`config.mk`:
```
export PLATFORM = sky130hd
export DESIGN_NAME = multi_issue_instruction_queue_flat
export DESIGN_NICKNAME = d
export VERILOG_FILES = /design/src/rtl/multi_issue_instruction_queue_pkg.sv /design/src/rtl/multi_issue_instruction_queue_if.sv /design/src/rtl/multi_issue_instruction_queue_tag_rotator.sv /design/src/rtl/multi_issue_instruction_queue.sv /design/src/flat_wrapper.sv
export SDC_FILE = /design/constraint.sdc
export NUM_CORES = 2
export LEC_CHECK = 0
export CAP_MARGIN = 20
export CORE_ASPECT_RATIO = 1.5
export CORE_MARGIN = 2
export CORE_UTILIZATION = 60
export DETAILED_ROUTE_END_ITERATION = 8
export DONT_BUFFER_PORTS = 1
export GPL_TIMING_DRIVEN = 0
export PLACE_DENSITY = 0.76
export REMOVE_ABC_BUFFERS = 1
export SETUP_SLACK_MARGIN = 0.5
export SLEW_MARGIN = 10
export SYNTH_ARGS = -nofsm -noshare
export SYNTH_HDL_FRONTEND = slang
export SYNTH_SLANG_ARGS = --single-unit
```
`constraint.sdc`:
```
create_clock -name clk -period 13.69 [get_ports clk]
set_input_delay 3.4225 -clock clk [delete_from_list [all_inputs] [get_ports clk]]
set_output_delay 3.4225 -clock clk [all_outputs]
set_load 0.02 [all_outputs]
```
`src/rtl/multi_issue_instruction_queue_pkg.sv`:
```
// multi_issue_instruction_queue_pkg: shared opcode constants, control-flow test and entry layout.
// Data, address and history widths of the stored entry are fixed here; the top's width parameters must match.
package multi_issue_iq_pkg;

    localparam int IQ_BW_DATA = 32;
    localparam int IQ_BW_ADDRESS = 32;
    localparam int IQ_NUM_GLOBAL_HISTORY = 4;

    localparam logic [6:0] OPC_BRANCH = 7'b1100011;
    localparam logic [6:0] OPC_JALR = 7'b1100111;
    localparam logic [6:0] OPC_JAL = 7'b1101111;

    function automatic logic is_control_flow(input logic [IQ_BW_DATA-1:0] instr);
        return instr[6:0] == OPC_BRANCH || instr[6:0] == OPC_JALR || instr[6:0] == OPC_JAL;
    endfunction

    typedef struct packed {
        logic [IQ_NUM_GLOBAL_HISTORY-1:0] global_history;
        logic [IQ_BW_DATA-1:0] instruction;
        logic [IQ_BW_ADDRESS-1:0] pc_next;
        logic [IQ_BW_ADDRESS-1:0] pc;
    } iq_entry_t;

endpackage

```
`src/rtl/multi_issue_instruction_queue_if.sv`:
```
// multi_issue_instruction_queue_if: fetch-block input, branch resolution and multi-lane issue bus.
// slave is the queue's view, master is the fetch/dispatch side.
interface multi_issue_instruction_queue_if #(
    parameter int BW_PROCESSOR_BLOCK = 64,
    parameter int BW_PROCESSOR_DATA = 32,
    parameter int BW_ADDRESS = 32,
    parameter int NUM_GLOBAL_HISTORY = 4,
    parameter int IQ_DEPTH = 8,
    parameter int ISSUE_WIDTH = 2,
    parameter int BW_TAG = 4
);
    localparam int NUM_FIFO_INPUT_ENTRY = BW_PROCESSOR_BLOCK / BW_PROCESSOR_DATA;
    localparam int BW_PC_MOD = $clog2(NUM_FIFO_INPUT_ENTRY) + ((NUM_FIFO_INPUT_ENTRY <= 1) ? 1 : 0);
    localparam int BW_CNT = $clog2(IQ_DEPTH + 1);

    logic i_pc_valid;
    logic i_pc_ready;
    logic [BW_PROCESSOR_BLOCK-1:0] i_pc_instruction_flatten;
    logic [BW_ADDRESS-1:0] i_pc_pc;
    logic [BW_PC_MOD-1:0] i_pc_pc_upperbound;
    logic [NUM_GLOBAL_HISTORY-1:0] i_pc_global_history;
    logic [BW_PROCESSOR_BLOCK-1:0] i_pc_pc_next_flatten;
    logic i_branch_valid;
    logic i_branch_flush;
    logic [ISSUE_WIDTH-1:0] o_issue_valid;
    logic [ISSUE_WIDTH-1:0] i_issue_ready;
    logic [ISSUE_WIDTH*BW_PROCESSOR_DATA-1:0] o_issue_instruction_flatten;
    logic [ISSUE_WIDTH*BW_ADDRESS-1:0] o_issue_pc_flatten;
    logic [ISSUE_WIDTH*BW_ADDRESS-1:0] o_issue_pc_next_flatten;
    logic [ISSUE_WIDTH*NUM_GLOBAL_HISTORY-1:0] o_issue_global_history_flatten;
    logic [ISSUE_WIDTH*BW_TAG-1:0] o_issue_tag_flatten;
    logic [ISSUE_WIDTH-1:0] o_issue_speculation;
    logic [BW_CNT-1:0] o_count;

    modport slave (
        input i_pc_valid, i_pc_instruction_flatten, i_pc_pc, i_pc_pc_upperbound,
        input i_pc_global_history, i_pc_pc_next_flatten, i_branch_valid, i_branch_flush, i_issue_ready,
        output i_pc_ready, o_issue_valid, o_issue_instruction_flatten, o_issue_pc_flatten,
        output o_issue_pc_next_flatten, o_issue_global_history_flatten, o_issue_tag_flatten,
        output o_issue_speculation, o_count
    );

    modport master (
        output i_pc_valid, i_pc_instruction_flatten, i_pc_pc, i_pc_pc_upperbound,
        output i_pc_global_history, i_pc_pc_next_flatten, i_branch_valid, i_branch_flush, i_issue_ready,
        input i_pc_ready, o_issue_valid, o_issue_instruction_flatten, o_issue_pc_flatten,
        input o_issue_pc_next_flatten, o_issue_global_history_flatten, o_issue_tag_flatten,
        input o_issue_speculation, o_count
    );

endinterface

```
`src/rtl/multi_issue_instruction_queue_tag_rotator.sv`:
```
// iq_tag_rotator: per-lane Tomasulo tags and the post-issue tag, cycling 1..2^BW_TAG-1 and never producing 0.
module iq_tag_rotator #(
    parameter int ISSUE_WIDTH = 2,
    parameter int BW_TAG = 4,
    parameter int BW_CNT = 4
) (
    input  logic [BW_TAG-1:0] tag_i,
    input  logic [BW_CNT-1:0] nout_i,
    output logic [ISSUE_WIDTH*BW_TAG-1:0] lane_tag_o,
    output logic [BW_TAG-1:0] tag_next_o
);

    function automatic logic [BW_TAG-1:0] next_tag(input logic [BW_TAG-1:0] t);
        return (&t) ? BW_TAG'(1) : t + BW_TAG'(1);
    endfunction

    logic [BW_TAG-1:0] t;

    always_comb begin
        t = tag_i;
        lane_tag_o = '0;
        tag_next_o = tag_i;
        for (int k = 0; k <= ISSUE_WIDTH; k++) begin
            if (k < ISSUE_WIDTH) lane_tag_o[k*BW_TAG +: BW_TAG] = t;
            if (nout_i == BW_CNT'(k)) tag_next_o = t;
            t = next_tag(t);
        end
    end

endmodule

```
`src/rtl/multi_issue_instruction_queue.sv`:
```
// multi_issue_instruction_queue: circular buffer taking fetch blocks and issuing up to ISSUE_WIDTH in-order entries.
// Optional MULTI_ISSUE_IQ_SPECULATION_EN adds speculation tracking; otherwise o_issue_speculation is tied 0.
module multi_issue_instruction_queue
    import multi_issue_iq_pkg::*;
#(
    parameter int BW_PROCESSOR_BLOCK = 64,
    parameter int BW_PROCESSOR_DATA = IQ_BW_DATA,
    parameter int BW_ADDRESS = IQ_BW_ADDRESS,
    parameter int NUM_GLOBAL_HISTORY = IQ_NUM_GLOBAL_HISTORY,
    parameter int IQ_DEPTH = 8,
    parameter int ISSUE_WIDTH = 2,
    parameter int BW_TAG = 4
) (
    input logic clk,
    input logic rst,
    multi_issue_instruction_queue_if.slave iq_if
);

    localparam int NUM_FIFO_INPUT_ENTRY = BW_PROCESSOR_BLOCK / BW_PROCESSOR_DATA;
    localparam int BW_PC_MOD = $clog2(NUM_FIFO_INPUT_ENTRY) + ((NUM_FIFO_INPUT_ENTRY <= 1) ? 1 : 0);
    localparam int BW_PTR = $clog2(IQ_DEPTH);
    localparam int BW_CNT = $clog2(IQ_DEPTH + 1);

    iq_entry_t mem_q [IQ_DEPTH];
    iq_entry_t slot [NUM_FIFO_INPUT_ENTRY];
    iq_entry_t lane [ISSUE_WIDTH];
    logic [BW_PTR-1:0] head_q, head_d, wr_q, wr_d;
    logic [BW_CNT-1:0] count_q, count_d, nin, nout;
    logic [BW_TAG-1:0] tag_q, tag_d;
    logic [ISSUE_WIDTH-1:0] valid;
    logic [BW_PC_MOD-1:0] sel, ub;
    logic [BW_ADDRESS-1:0] pc_base;
    logic flush, push, run;

    assign flush = iq_if.i_branch_valid && iq_if.i_branch_flush;
    assign iq_if.i_pc_ready = !rst && !flush &&
        (BW_CNT'(IQ_DEPTH) - count_q >= BW_CNT'(NUM_FIFO_INPUT_ENTRY));
    assign push = iq_if.i_pc_valid && iq_if.i_pc_ready;
    assign sel = iq_if.i_pc_pc[BW_PC_MOD+1:2];
    assign ub = iq_if.i_pc_pc_upperbound;
    // An upperbound below the first slot still consumes the block, just writes nothing.
    assign nin = (push && ub >= sel) ? BW_CNT'(ub) - BW_CNT'(sel) + BW_CNT'(1) : '0;
    assign pc_base = {iq_if.i_pc_pc[BW_ADDRESS-1:BW_PC_MOD+2], {(BW_PC_MOD+2){1'b0}}};
    assign iq_if.o_count = rst ? '0 : count_q;
    assign iq_if.o_issue_valid = valid;

    always_comb begin
        for (int i = 0; i < NUM_FIFO_INPUT_ENTRY; i++) begin
            slot[i] = '{global_history: iq_if.i_pc_global_history,
                        instruction: iq_if.i_pc_instruction_flatten[i*BW_PROCESSOR_DATA +: BW_PROCESSOR_DATA],
                        pc_next: iq_if.i_pc_pc_next_flatten[i*BW_ADDRESS +: BW_ADDRESS],
                        pc: pc_base + BW_ADDRESS'(i * 4)};
        end
    end

    // nout counts only the unbroken run of valid&ready lanes starting at lane 0.
    always_comb begin
        nout = '0;
        run = 1'b1;
        valid = '0;
        iq_if.o_issue_instruction_flatten = '0;
        iq_if.o_issue_pc_flatten = '0;
        iq_if.o_issue_pc_next_flatten = '0;
        iq_if.o_issue_global_history_flatten = '0;
        for (int k = 0; k < ISSUE_WIDTH; k++) begin
            lane[k] = rst ? '0 : mem_q[head_q + BW_PTR'(k)];
            valid[k] = !rst && !flush && count_q > BW_CNT'(k);
            run = run && valid[k] && iq_if.i_issue_ready[k];
            nout = nout + BW_CNT'(run);
            iq_if.o_issue_instruction_flatten[k*BW_PROCESSOR_DATA +: BW_PROCESSOR_DATA] = lane[k].instruction;
            iq_if.o_issue_pc_flatten[k*BW_ADDRESS +: BW_ADDRESS] = lane[k].pc;
            iq_if.o_issue_pc_next_flatten[k*BW_ADDRESS +: BW_ADDRESS] = lane[k].pc_next;
            iq_if.o_issue_global_history_flatten[k*NUM_GLOBAL_HISTORY +: NUM_GLOBAL_HISTORY] = lane[k].global_history;
        end
    end

    iq_tag_rotator #(
        .ISSUE_WIDTH(ISSUE_WIDTH),
        .BW_TAG(BW_TAG),
        .BW_CNT(BW_CNT)
    ) u_tag_rotator (
        .tag_i(tag_q),
        .nout_i(nout),
        .lane_tag_o(iq_if.o_issue_tag_flatten),
        .tag_next_o(tag_d)
    );

    always_comb begin
        head_d = flush ? '0 : head_q + BW_PTR'(nout);
        wr_d = flush ? '0 : wr_q + BW_PTR'(nin);
        count_d = flush ? '0 : count_q + nin - nout;
    end

    always_ff @(posedge clk) begin
        if (rst) begin
            head_q <= '0;
            wr_q <= '0;
            count_q <= '0;
            tag_q <= BW_TAG'(1);
            for (int i = 0; i < IQ_DEPTH; i++) mem_q[i] <= '0;
        end else begin
            head_q <= head_d;
            wr_q <= wr_d;
            count_q <= count_d;
            tag_q <= tag_d;
            for (int i = 0; i < NUM_FIFO_INPUT_ENTRY; i++)
                if (push && BW_PC_MOD'(i) >= sel && BW_PC_MOD'(i) <= ub)
                    mem_q[wr_q + BW_PTR'(BW_PC_MOD'(i) - sel)] <= slot[i];
        end
    end

`ifdef MULTI_ISSUE_IQ_SPECULATION_EN
    logic spec_q, spec_d, acc, hit;
    logic [ISSUE_WIDTH-1:0] spec;

    always_comb begin
        spec = '0;
        acc = spec_q;
        hit = 1'b0;
        for (int k = 0; k < ISSUE_WIDTH; k++) begin
            spec[k] = acc;
            acc = acc || is_control_flow(lane[k].instruction);
            hit = hit || (BW_CNT'(k) < nout && is_control_flow(lane[k].instruction));
        end
        spec_d = (spec_q || hit) && !iq_if.i_branch_valid;
    end

    always_ff @(posedge clk) spec_q <= rst ? 1'b0 : spec_d;

    assign iq_if.o_issue_speculation = spec;
`else
    assign iq_if.o_issue_speculation = '0;
`endif

endmodule

```
`src/flat_wrapper.sv`:
```
// flat-port wrapper written by rule: the top's interface ports become plain ports
module multi_issue_instruction_queue_flat import multi_issue_iq_pkg::*;
#(
    parameter int BW_PROCESSOR_BLOCK = 64,
    parameter int BW_PROCESSOR_DATA = IQ_BW_DATA,
    parameter int BW_ADDRESS = IQ_BW_ADDRESS,
    parameter int NUM_GLOBAL_HISTORY = IQ_NUM_GLOBAL_HISTORY,
    parameter int IQ_DEPTH = 8,
    parameter int ISSUE_WIDTH = 2,
    parameter int BW_TAG = 4
)
  (clk, rst, iq_if_i_pc_valid, iq_if_i_pc_instruction_flatten, iq_if_i_pc_pc, iq_if_i_pc_pc_upperbound, iq_if_i_pc_global_history, iq_if_i_pc_pc_next_flatten, iq_if_i_branch_valid, iq_if_i_branch_flush, iq_if_i_issue_ready, iq_if_i_pc_ready, iq_if_o_issue_valid, iq_if_o_issue_instruction_flatten, iq_if_o_issue_pc_flatten, iq_if_o_issue_pc_next_flatten, iq_if_o_issue_global_history_flatten, iq_if_o_issue_tag_flatten, iq_if_o_issue_speculation, iq_if_o_count);
  multi_issue_instruction_queue_if #(.BW_PROCESSOR_BLOCK(BW_PROCESSOR_BLOCK), .BW_PROCESSOR_DATA(BW_PROCESSOR_DATA), .BW_ADDRESS(BW_ADDRESS), .NUM_GLOBAL_HISTORY(NUM_GLOBAL_HISTORY), .IQ_DEPTH(IQ_DEPTH), .ISSUE_WIDTH(ISSUE_WIDTH), .BW_TAG(BW_TAG)) iq_if_i ();
  input logic clk;
  input logic rst;
  input wire logic [$bits(iq_if_i.i_pc_valid)-1:0] iq_if_i_pc_valid;
  input wire logic [$bits(iq_if_i.i_pc_instruction_flatten)-1:0] iq_if_i_pc_instruction_flatten;
  input wire logic [$bits(iq_if_i.i_pc_pc)-1:0] iq_if_i_pc_pc;
  input wire logic [$bits(iq_if_i.i_pc_pc_upperbound)-1:0] iq_if_i_pc_pc_upperbound;
  input wire logic [$bits(iq_if_i.i_pc_global_history)-1:0] iq_if_i_pc_global_history;
  input wire logic [$bits(iq_if_i.i_pc_pc_next_flatten)-1:0] iq_if_i_pc_pc_next_flatten;
  input wire logic [$bits(iq_if_i.i_branch_valid)-1:0] iq_if_i_branch_valid;
  input wire logic [$bits(iq_if_i.i_branch_flush)-1:0] iq_if_i_branch_flush;
  input wire logic [$bits(iq_if_i.i_issue_ready)-1:0] iq_if_i_issue_ready;
  output wire logic [$bits(iq_if_i.i_pc_ready)-1:0] iq_if_i_pc_ready;
  output wire logic [$bits(iq_if_i.o_issue_valid)-1:0] iq_if_o_issue_valid;
  output wire logic [$bits(iq_if_i.o_issue_instruction_flatten)-1:0] iq_if_o_issue_instruction_flatten;
  output wire logic [$bits(iq_if_i.o_issue_pc_flatten)-1:0] iq_if_o_issue_pc_flatten;
  output wire logic [$bits(iq_if_i.o_issue_pc_next_flatten)-1:0] iq_if_o_issue_pc_next_flatten;
  output wire logic [$bits(iq_if_i.o_issue_global_history_flatten)-1:0] iq_if_o_issue_global_history_flatten;
  output wire logic [$bits(iq_if_i.o_issue_tag_flatten)-1:0] iq_if_o_issue_tag_flatten;
  output wire logic [$bits(iq_if_i.o_issue_speculation)-1:0] iq_if_o_issue_speculation;
  output wire logic [$bits(iq_if_i.o_count)-1:0] iq_if_o_count;
  assign iq_if_i.i_pc_valid = iq_if_i_pc_valid;
  assign iq_if_i.i_pc_instruction_flatten = iq_if_i_pc_instruction_flatten;
  assign iq_if_i.i_pc_pc = iq_if_i_pc_pc;
  assign iq_if_i.i_pc_pc_upperbound = iq_if_i_pc_pc_upperbound;
  assign iq_if_i.i_pc_global_history = iq_if_i_pc_global_history;
  assign iq_if_i.i_pc_pc_next_flatten = iq_if_i_pc_pc_next_flatten;
  assign iq_if_i.i_branch_valid = iq_if_i_branch_valid;
  assign iq_if_i.i_branch_flush = iq_if_i_branch_flush;
  assign iq_if_i.i_issue_ready = iq_if_i_issue_ready;
  assign iq_if_i_pc_ready = iq_if_i.i_pc_ready;
  assign iq_if_o_issue_valid = iq_if_i.o_issue_valid;
  assign iq_if_o_issue_instruction_flatten = iq_if_i.o_issue_instruction_flatten;
  assign iq_if_o_issue_pc_flatten = iq_if_i.o_issue_pc_flatten;
  assign iq_if_o_issue_pc_next_flatten = iq_if_i.o_issue_pc_next_flatten;
  assign iq_if_o_issue_global_history_flatten = iq_if_i.o_issue_global_history_flatten;
  assign iq_if_o_issue_tag_flatten = iq_if_i.o_issue_tag_flatten;
  assign iq_if_o_issue_speculation = iq_if_i.o_issue_speculation;
  assign iq_if_o_count = iq_if_i.o_count;
  multi_issue_instruction_queue #(.BW_PROCESSOR_BLOCK(BW_PROCESSOR_BLOCK), .BW_PROCESSOR_DATA(BW_PROCESSOR_DATA), .BW_ADDRESS(BW_ADDRESS), .NUM_GLOBAL_HISTORY(NUM_GLOBAL_HISTORY), .IQ_DEPTH(IQ_DEPTH), .ISSUE_WIDTH(ISSUE_WIDTH), .BW_TAG(BW_TAG)) u_core (.clk(clk), .rst(rst), .iq_if(iq_if_i));
endmodule
```
==> impl_results.md <==
- Slowest stage delay, CP: 0.90 ns
- Switching portion of total power: 0.2579
- PortBufs: 0
- Post-Route WL: between 100 and 150 mm
- CTS H-tree depth: 3
- # setup viols final: 0
- Largest area contributor in the netlist: edfxtp_1
- Total CTS buffers: 76
- Finished Cell Area: a little under 50000 um^2
- Slowest cell on crit path: a221oi_1
- Fin. Hold Viols: 0
- Post-synth EDFFs: between 700 and 800
- Max Root-Sink Buffers: 3
- Crit path required time: just over 10 ns
- Total grt overflow: 0
- Routed length per placed instance: approximately 35 um
- Chip height: around 340 um
- Final Power: ~6000 uW
- P_leak: 0.01653 uW
- Fill cells: between 5000 and 6000
- Initial drt markers: about 3500
- Via total after detailed routing: about 30000
- Num Clock Sinks: between 700 and 800
- Combinational power share: 0.156
- First-pass GRT wire length: 198.4 mm
- Count leader, synth: edfxtp_1
- Min Clock Period, post-route: 8.287 ns
- Fin nets: between 3000 and 4000
- DRC: 0
- Core region area: roughly 74000 um^2
- Cells along the critical path: a21o_1 > a221oi_1
- Die width: roughly 230 um
- Pwr Density: 120.3 nW/um^2
- Arr. time, crit path: 4.86 ns
- Avg Synthesized Cell Area: roughly 15 um^2
- Worst-Margin Slew: between 1 and 1.5 ns
- Worst setup EP type: output pin
- R2R depth: 10
- CTS Hold Buffers Added: 0
- Clk pwr share: 0.354
- Final Cycle Share: 0.6053
- Placement-stage cell area: between 40000 and 50000 um^2
- CTS clk-pin slew, worst paths: ~0.07 ns
- Synth unique cells: between 50 and 60
- Share of cells above drive strength 1: 0.2258
- Internal power: approximately 4400 uW
- Crit path launch type: primary input
- Largest cells by area after synthesis: edfxtp_1, mux4_2, a22o_1
- CP Depth: 2
- Number of routed nets with antenna violations: 0
- Delay-heaviest family, CP: compound AO/OA/AOI/OAI gates
- RePlAce Congestion: 0.7981
- Async set or reset register ratio after synthesis: 0
- CP bufs+invs: 0
- WHS Path Cells: 2
- Unrepaired setup endpoints after global routing: false
- Slew headroom: 0.2717
- CP Max Fanout: about 220
- Top-area cell type share of the netlist area: 0.5204
- Most frequent cells after synthesis: edfxtp_1, a22o_1, mux4_2, and2_1, nand2_1
- Top_reg_cell synth: edfxtp_1
- Drt pass-1 iters: 6
- Initial antenna violation count: 2
- Outcome: finished clean
- Sequential share of the synthesized area: 0.5302
- Post CTS Setup Buffer Count: 0
- Die footprint: 76880 um^2
- Worst Clk Skew: between 0.02 and 0.03 ns
- Cell Area, Synth: about 45000 um^2
- Max Transition Viols Final: 0
- Tot GR Track Use: 0.3557
- FP Rows: approximately 120
- Vias in the first global route: between 30000 and 40000
- IO Count: between 300 and 400
- Synthesized flop and latch total: roughly 800
- Sequential share of power: 0.490
- Max-cap violations: 0
- Final HPWL DP: between 80 and 90 mm
- Vias/cell: ~7.6
- Cts repair resizes: 0
- Achievable Freq: approximately 120 MHz
- Hold crit path type: register to register
- Switching power: 1528 uW
- Synth warnings: 0
- Largest net degree at the start of global routing: between 200 and 250
- Area delta synth->final: 10.00%
- Later-pin clock latency in the skew report: between 0.6 and 0.7 ns
- Worst vdd ir: 101.0 uV
- Synthesized netlist cell count: 3080
- Crit Path Class: primary input to output pin
- CTS tree: done
- Starting Density: 0.6061
- Clock root cell: clkbuf_16
[cells by family after synthesis]
kind of cell    count (synthesis)  synth area share
compound gates                644            0.1165
other cells                     1        0.00008375
flops                         798            0.5302
buf+inv                       439           0.04580
xor+xnor                       15          0.002934
mux                           496            0.2205
simple gates                  658           0.07539
fa+ha+maj                      29          0.008606
[registers in the layout, indices dropped and copies added (netlist names)]
signal          cells
u_core.mem_q      784
u_core.head_q       3
u_core.count_q      4
u_core.wr_q         3
u_core.tag_q        4
[layout make-up]
type | count | area, um^2 | share of cell area
antenna | 5 | 12.51 | 0.0002540
clock buffer | 87 | 1996 | 0.04052
clock inverter | 52 | 436.7 | 0.008865
inverter | 27 | 101.3 | 0.002058
multi-input combinational | 1848 | 19170 | 0.3891
sequential | 798 | 23750 | 0.4823
tap | 992 | 1241 | 0.02520
timing repair buffer | 107 | 2549 | 0.05174
[metal layers]
metal	wire, um	track usage	part of all wire	up-vias
li1	-	-	-	11790
met1	45790	0.4430	0.34	15100
met5	0	0	0	-
met3	18600	0.1174	0.14	442
met4	6396	0.1693	0.047	0
met2	65780	0.5629	0.48	2295
[metrics by stage]
step / setup TNS (ns) / worst slack, ns / util / instances / hold slack [ns]
floorplan: -1409.61 / -10.85 / - / 2673 / 0.4621
global placement: -2638.60 / -18.81 / 0.5968 / 3665 / 0.4739
detailed placement: 0 / 5.503 / 0.6336 / 3772 / 0.4975
CTS: 0 / 5.510 / 0.6665 / 3911 / 0.5077
global route: 0 / 5.472 / 0.6666 / 3914 / 0.5383
finish: 0 / 5.403 / 0.6667 / 3916 / 0.5212
[cell usage in the layout (no fill, tap or decap), drive strengths merged, types with 7 or more instances in the layout]
| master | Yosys | routed |
|---|---|---|
| a21oi | 108 | 108 |
| a22o | 512 | 512 |
| and2 | 269 | 269 |
| buf | 287 | 107 |
| clkbuf | 125 | 87 |
| clkinv | 0 | 37 |
| dfxtp | 22 | 22 |
| edfxtp | 776 | 776 |
| ha | 26 | 26 |
| inv | 27 | 33 |
| mux2i | 101 | 101 |
| mux4 | 392 | 392 |
| nand2 | 209 | 209 |
| nor2 | 139 | 139 |
| o32ai | 8 | 8 |
| or2 | 11 | 11 |
| xnor2 | 7 | 7 |
| xor2 | 8 | 8 |
[power by group through the flow]
| stage | Combinational (uW) | Clock, uW | Sequential [uW] |
|---|---|---|---|
| after CTS | 925 | 2110 | 2900 |
| after floorplan | 811 | 0 | 2960 |
| final | 925 | 2100 | 2900 |
| after global placement | 1050 | 0 | 3000 |
| after detailed placement | 922 | 0 | 2950 |
| after global routing | 979 | 2200 | 2910 |
[final timing paths]
kind,from,end,slack (ns)
setup / recovery,rst,iq_if_o_issue_valid[1],5.40
hold / removal,u_core.mem_q[7][2]$_SDFFE_PP1P_,u_core.mem_q[7][2]$_SDFFE_PP1P_,0.52
setup reg to reg,u_core.wr_q[0]$_SDFF_PP0_,u_core.mem_q[2][57]$_DFFE_PP_,9.36
hold reg to reg,u_core.mem_q[7][2]$_SDFFE_PP1P_,u_core.mem_q[7][2]$_SDFFE_PP1P_,0.52
Power figures use the tool's default switching activity.
